--- src/rtl/uart_rx_pkg.sv ---
// Shared types and constants for the UART receive control path.
package uart_rx_pkg;

  typedef enum logic [2:0] {
    ST_IDLE   = 3'd0,
    ST_START  = 3'd1,
    ST_DATA   = 3'd2,
    ST_PARITY = 3'd3,
    ST_STOP   = 3'd4
  } rx_state_e;

  localparam int DATA_W_DEF = 8;

  localparam int PRESC_8  = 8;
  localparam int PRESC_16 = 16;
  localparam int PRESC_32 = 32;

  // Wide enough for data bits plus the parity/stop overrun (max 11).
  localparam int BIT_W = 4;

endpackage

--- src/rtl/uart_edge_bit_counter.sv ---
// Oversample edge counter and bit counter for the UART receive FSM.
// edge_cnt is held at 0 while disabled; clear only affects bit_cnt.
module uart_edge_bit_counter
  import uart_rx_pkg::*;
#(
  parameter int PRESC_W = 6
) (
  input  logic               clk,
  input  logic               rst,
  input  logic               enable,
  input  logic               clear,
  input  logic [PRESC_W-1:0] presc_q,
  output logic [PRESC_W-1:0] edge_cnt,
  output logic [BIT_W-1:0]   bit_cnt,
  output logic               bit_end
);

  logic [PRESC_W-1:0] last_edge;

  assign last_edge = presc_q - PRESC_W'(1);
  assign bit_end   = enable && (edge_cnt == last_edge);

  always_ff @(posedge clk or negedge rst) begin
    if (!rst) begin
      edge_cnt <= '0;
      bit_cnt  <= '0;
    end else begin
      if (!enable || bit_end) begin
        edge_cnt <= '0;
      end else begin
        edge_cnt <= edge_cnt + PRESC_W'(1);
      end

      if (clear) begin
        bit_cnt <= '0;
      end else if (bit_end) begin
        bit_cnt <= bit_cnt + BIT_W'(1);
      end
    end
  end

endmodule

--- src/rtl/uart_rx_ctrl.sv ---
// UART receive control FSM: start detect, bit timing and checker strobes.
// Optional UART_RX_ERR_CNT_EN adds err_clr/err_cnt, a saturating frame-error count.
module uart_rx_ctrl
  import uart_rx_pkg::*;
#(
  parameter int DATA_W  = DATA_W_DEF,
  parameter int PRESC_W = 6
) (
  input  logic               clk,
  input  logic               rst,
  input  logic               rx_in,
  input  logic [PRESC_W-1:0] prescale,
  input  logic               par_en,
  input  logic               start_error,
  input  logic               par_error,
  input  logic               stop_error,
`ifdef UART_RX_ERR_CNT_EN
  input  logic               err_clr,
  output logic [7:0]         err_cnt,
`endif
  output logic               sample_en,
  output logic [PRESC_W-1:0] edge_cnt,
  output logic               start_check_en,
  output logic               deser_en,
  output logic               par_check_en,
  output logic               stop_check_en,
  output logic               data_valid,
  output logic               par_err_o,
  output logic               stop_err_o
);

  rx_state_e          state_q, state_d;
  logic [PRESC_W-1:0] presc_q;
  logic               par_err_q, par_err_d;
  logic [BIT_W-1:0]   bit_cnt;
  logic               bit_end;
  logic               strobe_pt;
  logic               last_bit;
  logic               start_det;

  assign start_det = (state_q == ST_IDLE) && !rx_in;
  assign last_bit  = (bit_cnt == BIT_W'(DATA_W - 1));
  assign strobe_pt = (edge_cnt == (presc_q - PRESC_W'(2)));

  // bit_cnt is held clear until DATA is entered.
  uart_edge_bit_counter #(
    .PRESC_W (PRESC_W)
  ) u_cnt (
    .clk      (clk),
    .rst      (rst),
    .enable   (state_q != ST_IDLE),
    .clear    ((state_q == ST_IDLE) || (state_q == ST_START)),
    .presc_q  (presc_q),
    .edge_cnt (edge_cnt),
    .bit_cnt  (bit_cnt),
    .bit_end  (bit_end)
  );

  always_ff @(posedge clk or negedge rst) begin
    if (!rst) begin
      state_q   <= ST_IDLE;
      presc_q   <= PRESC_W'(PRESC_8);
      par_err_q <= 1'b0;
    end else begin
      state_q   <= state_d;
      par_err_q <= par_err_d;
      if (start_det) begin
        presc_q <= prescale;
      end
    end
  end

  always_comb begin
    state_d   = state_q;
    par_err_d = par_err_q;
    case (state_q)
      ST_IDLE: begin
        if (!rx_in) state_d = ST_START;
      end
      ST_START: begin
        if (bit_end) state_d = start_error ? ST_IDLE : ST_DATA;
      end
      ST_DATA: begin
        if (bit_end && last_bit) state_d = par_en ? ST_PARITY : ST_STOP;
      end
      ST_PARITY: begin
        if (bit_end) begin
          par_err_d = par_error;
          state_d   = ST_STOP;
        end
      end
      ST_STOP: begin
        if (bit_end) begin
          par_err_d = 1'b0;
          state_d   = ST_IDLE;
        end
      end
      default: begin
        state_d   = ST_IDLE;
        par_err_d = 1'b0;
      end
    endcase
  end

  always_comb begin
    sample_en      = (state_q != ST_IDLE);
    start_check_en = (state_q == ST_START)  && strobe_pt;
    deser_en       = (state_q == ST_DATA)   && strobe_pt;
    par_check_en   = (state_q == ST_PARITY) && strobe_pt;
    stop_check_en  = (state_q == ST_STOP)   && strobe_pt;
    data_valid     = (state_q == ST_STOP) && bit_end && !stop_error && !par_err_q;
    par_err_o      = (state_q == ST_STOP) && bit_end && par_err_q;
    stop_err_o     = (state_q == ST_STOP) && bit_end && stop_error;
  end

`ifdef UART_RX_ERR_CNT_EN
  logic err_evt;

  function automatic logic [7:0] sat_inc(input logic [7:0] v);
    return (v == 8'hFF) ? v : v + 8'd1;
  endfunction

  assign err_evt = ((state_q == ST_START) && bit_end && start_error) || par_err_o || stop_err_o;

  always_ff @(posedge clk or negedge rst) begin
    if (!rst) begin
      err_cnt <= 8'd0;
    end else if (err_clr) begin
      err_cnt <= 8'd0;
    end else if (err_evt) begin
      err_cnt <= sat_inc(err_cnt);
    end
  end
`endif

endmodule

--- config.mk ---
export PLATFORM = sky130hd
export DESIGN_NAME = uart_rx_ctrl
export DESIGN_NICKNAME = d
export VERILOG_FILES = /design/src/rtl/uart_rx_pkg.sv /design/src/rtl/uart_edge_bit_counter.sv /design/src/rtl/uart_rx_ctrl.sv
export SDC_FILE = /design/constraint.sdc
export NUM_CORES = 1
export LEC_CHECK = 0
export CAP_MARGIN = 20
export CORE_ASPECT_RATIO = 1.25
export CORE_MARGIN = 4
export CORE_UTILIZATION = 30
export DETAILED_ROUTE_END_ITERATION = 16
export SKIP_LAST_GASP = 1
export SYNTH_ARGS = -nofsm -noshare
export SYNTH_HDL_FRONTEND = slang
export SYNTH_SLANG_ARGS = --single-unit
export TNS_END_PERCENT = 100
--- constraint.sdc ---
create_clock -name clk -period 2.9 [get_ports clk]
set_clock_uncertainty 0.15 [all_clocks]
set_input_delay 0.87 -clock clk [delete_from_list [all_inputs] [get_ports clk]]
set_output_delay 0.87 -clock clk [all_outputs]
set_load 0.01 [all_outputs]
==> results by stage <==
Die:
- The placeable core region is 4070 um2.
- After floorplanning, the core was divided into 26 placement rows.
- The overall die width is 66.0 um.
- The die covers 5310 um2.
- The die outline height is 80.5 um.
- 27 I/O pins were placed.
- The initial standard-cell utilization of the core is 31.0%.

Synth:
- The fraction of the yosys area taken by sequential cells is 39.8%.
- The Yosys step of the flow raised 0 warnings.
- The total nets after synthesis is 153.
- The number of register bits inferred by synthesis is 20.
- Among all flip-flop cells after synthesis, the most frequent one is sky130_fd_sc_hd__dfrtp_1.
- The count of different cell masters after synthesis is 40.
- Dividing the synthesized area by the synthesized cell count gives 9.33 um2.
- The number of instances in the synthesized netlist is 135.
- Yosys mapped a number of flops with a built-in enable equal to 0.
- The proportion of register bits with asynchronous set or reset after synthesis is 100%.
- The mapped cell area is 1260 um2.

Setup path:
- STA classifies the critical path endpoint as an output pin.
- The worst register-to-register path has a setup slack of 0.50 ns.
- The signal on the critical path passes through inv_4 > ha_2 > nand2_1 > nand2_1 > a211o_1 > a2111oi_4 > nand3_2 > nor3_2 > buf_2.
- The endpoint arrival time on the critical path is 2.16 ns.
- Among all stages on the critical path, the largest delay is contributed by sky130_fd_sc_hd__a2111oi_4.
- The highest cell delay on the worst timing path is 0.38 ns.
- The critical path launch point type is a flip-flop.
- The cell family contributing the most delay on the critical path is compound AO/OA/AOI/OAI gates.
- The data required time of the worst path is 1.88 ns.
- The launch instance of the worst register-to-register path is presc_q[1].
- In this run the worst setup path begins at presc_q[1].
- The maximum fanout count along the critical path is 5.
- The end of the worst register-to-register path is u_cnt.edge_cnt[3].
- By instance count, the cell type seen most on the critical path is sky130_fd_sc_hd__nand2_1.
- The buffering stage count on the worst path with inverters included is 2.
- The critical path depth is 9.
- The setup path with the least slack is of type flip-flop to output pin.
- The capture point of the critical path is data_valid.
- The worst register-to-register path has a depth of 9.

Pwr:
- The leakage component of the power is 0.825 nW.
- The worst voltage drop across the vdd grid is 0.000379 V.
- For this design the ratio of total power to cell area is 974 nW/um2.

Layout:
- Relative to the synthesized area, the layout overhead comes to 48.4%.
- Leaving out fill and tap cells, the most frequent cell in the layout is sky130_fd_sc_hd__buf_4.
- The final layout contains 207 nets.
- The repair_antennas step left the layout with diodes totalling 0.
- In the final layout, the share of cells above drive strength 1 is 33.5%.
- The utilization after layout is 46.0%.
- The number of standard cells in the layout, taps in and fillers out is 244.
- The top cell types in the final layout, fill and taps aside, are sky130_fd_sc_hd__buf_4 (28), sky130_fd_sc_hd__nor2_1 (19), sky130_fd_sc_hd__clkdlybuf4s50_1 (19), sky130_fd_sc_hd__dfrtp_1 (19), sky130_fd_sc_hd__nand2_1 (11).

Min path:
- The type of the tightest min-delay check is flip-flop to flip-flop.

Timing:
- The hold violation total from the final report is 0.
- The slew of the pin with the lowest slew margin is 0.465 ns.
- The post-route minimum period is 3.18 ns.
- The worst max-slew margin expressed relative to the limit is 68.9%.
- In the finished design, the share of the clock period the worst path needs comes to 110%.
- The setup slack of the critical path after layout is -0.276 ns.
- Setup repair after global routing could not meet its margin everywhere.
- Setup violations remaining at the end of the flow were counted as 6.
- The upper clock frequency limit is 315 MHz.
- The max-slew violation count is 0.

Status:
- The run finished, with violations left.
- The final reports fail on negative setup slack.

Place:
- The worst-case setup slack after placement is -0.469 ns.
- The count of input and output buffers is 26.
- The HPWL after detailed placement is 2.31 mm.
- Routability-driven placement finished with a final weighted congestion of 0.877.
- In this run, placement finished with an instance count of 236.

Detailed routing:
- The detailed router finished its first iteration with 68 violations.
- Dividing the detail-routed wire length by the instance count gives 12.4 um.
- The final route contains 1162 vias.
- In the routed layout, each cell is associated on average with a via count of 4.76.
- The number of remaining DRC errors is 0.
- The count of nets left with antenna violations once routing finished came out at 0.
- The number of iterations in the first detailed-routing pass is 4.
- The total routed wirelength is 3.03 mm.

Clock tree:
- At the later pin of the worst-skew pair, clock insertion delay measures 0.26 ns.
- The total number of H-tree levels is 1.
- The clock drives 20 sinks.
- The tree is rooted in a sky130_fd_sc_hd__clkbuf_8.
- The number of clock buffers added by TritonCTS is 3.
- TritonCTS built the clock tree.
- The clock-pin slew of the registers on the worst-case setup and hold paths is 0.07 ns.
- The buffer levels on the longest clock path is 2.

GRT:
- The aggregate global routing overflow is 0.
- The first-pass GRT wire length is 5.21 mm.
- Global routing used 12.5% of the available tracks across all layers.
- The number of global-route vias before repair is 1119.
- The initial antenna violation count is 0.
- The pin count of the biggest net entering global routing is 21.

Job:
- The total of max-cap violations is 0.
-- flip-flops by register name (all words and copies together), names as in the netlist --
register,count
u_cnt.edge_cnt,6
presc_q,6
par_err_q,1
u_cnt.bit_cnt,4
state_q,3
-- area by class of cell --
class / instances / area, um2
Multi-Input combinational cell: 102 / 768
Tap cell: 56 / 70.1
Inverter: 8 / 32.5
Timing Repair Buffer: 54 / 442
Clock buffer: 4 / 55.1
Sequential cell: 20 / 502
Fill cell: 397 / 2200
-- worst min-delay path by stage --
stage,start,endpoint,slack [ns],cells after the start
after floorplan,presc_q[5],presc_q[5],0.35,1
after global placement,presc_q[5],presc_q[5],0.36,1
after detailed placement,presc_q[5],presc_q[5],0.39,1
after CTS,presc_q[5],presc_q[5],0.40,1
after global routing,presc_q[5],presc_q[5],0.42,1
final,presc_q[5],presc_q[5],0.39,1
-- stage by stage --
stage	total power (W)	area [um2]	setup TNS, ns	hold WS [ns]
floorplan	0.00105	1260	-0.343	0.351
global placement	0.00145	1750	-2.08	0.365
detailed placement	0.00148	1750	-2.45	0.386
CTS	0.00176	1830	-1.51	0.403
global route	0.00200	1870	-1.80	0.418
finish	0.00182	1870	-0.918	0.393
-- cells by family after synthesis --
family          synth area share (%)
flops                           39.8
buf+inv                         4.77
compound gates                  14.3
simple gates                    20.0
fa+ha+maj                       4.97
xor+xnor                        11.0
mux                             5.16
-- report_power, final --
part / leakage [nW] / total (W) / internal [W] / switching [W]
clock network: 0.0288 / 0.000216 / 0.000121 / 0.0000952
registers: 0.251 / 0.000479 / 0.000374 / 0.000105
logic: 0.546 / 0.00113 / 0.000601 / 0.000524
total: 0.825 / 0.00182 / 0.00110 / 0.000724
-- cells in the mapped netlist (2+ instances only) --
cell / count / area share [%]
sky130_fd_sc_hd__nor2_1: 20 / 6.0
sky130_fd_sc_hd__dfrtp_1: 19 / 38
sky130_fd_sc_hd__nand2_1: 11 / 3.3
sky130_fd_sc_hd__xnor2_1: 9 / 6.3
sky130_fd_sc_hd__inv_1: 8 / 2.4
sky130_fd_sc_hd__o21ai_0: 7 / 2.8
sky130_fd_sc_hd__ha_1: 5 / 5.0
sky130_fd_sc_hd__nand3_1: 5 / 2.0
sky130_fd_sc_hd__xor2_1: 5 / 3.5
sky130_fd_sc_hd__and3_1: 4 / 2.0
sky130_fd_sc_hd__mux2_2: 4 / 3.6
sky130_fd_sc_hd__a21oi_1: 3 / 1.2
sky130_fd_sc_hd__buf_2: 3 / 1.2
sky130_fd_sc_hd__nor3_1: 3 / 1.2
sky130_fd_sc_hd__a31oi_1: 2 / 0.99
sky130_fd_sc_hd__mux2i_1: 2 / 1.6
sky130_fd_sc_hd__o21bai_1: 2 / 1.2
-- per-layer routing --
| layer | wire length [um] | vias up | GRT usage, % |
|---|---|---|---|
| met5 | 0 | - | 0 |
| met3 | 152 | 8 | 2.80 |
| li1 | - | 569 | - |
| met4 | 54 | 0 | 3.46 |
| met2 | 1540 | 33 | 22.1 |
| met1 | 1280 | 552 | 15.0 |
-- what timing repair did --
item,4_1_cts,5_1_grt
buffers inserted,2,3
hold buffers,0,0
pin swaps,9,10
endpoints found under the setup margin,7,7
gates resized for setup,27,18
Note: power is estimated with default switching activity, not from simulation.
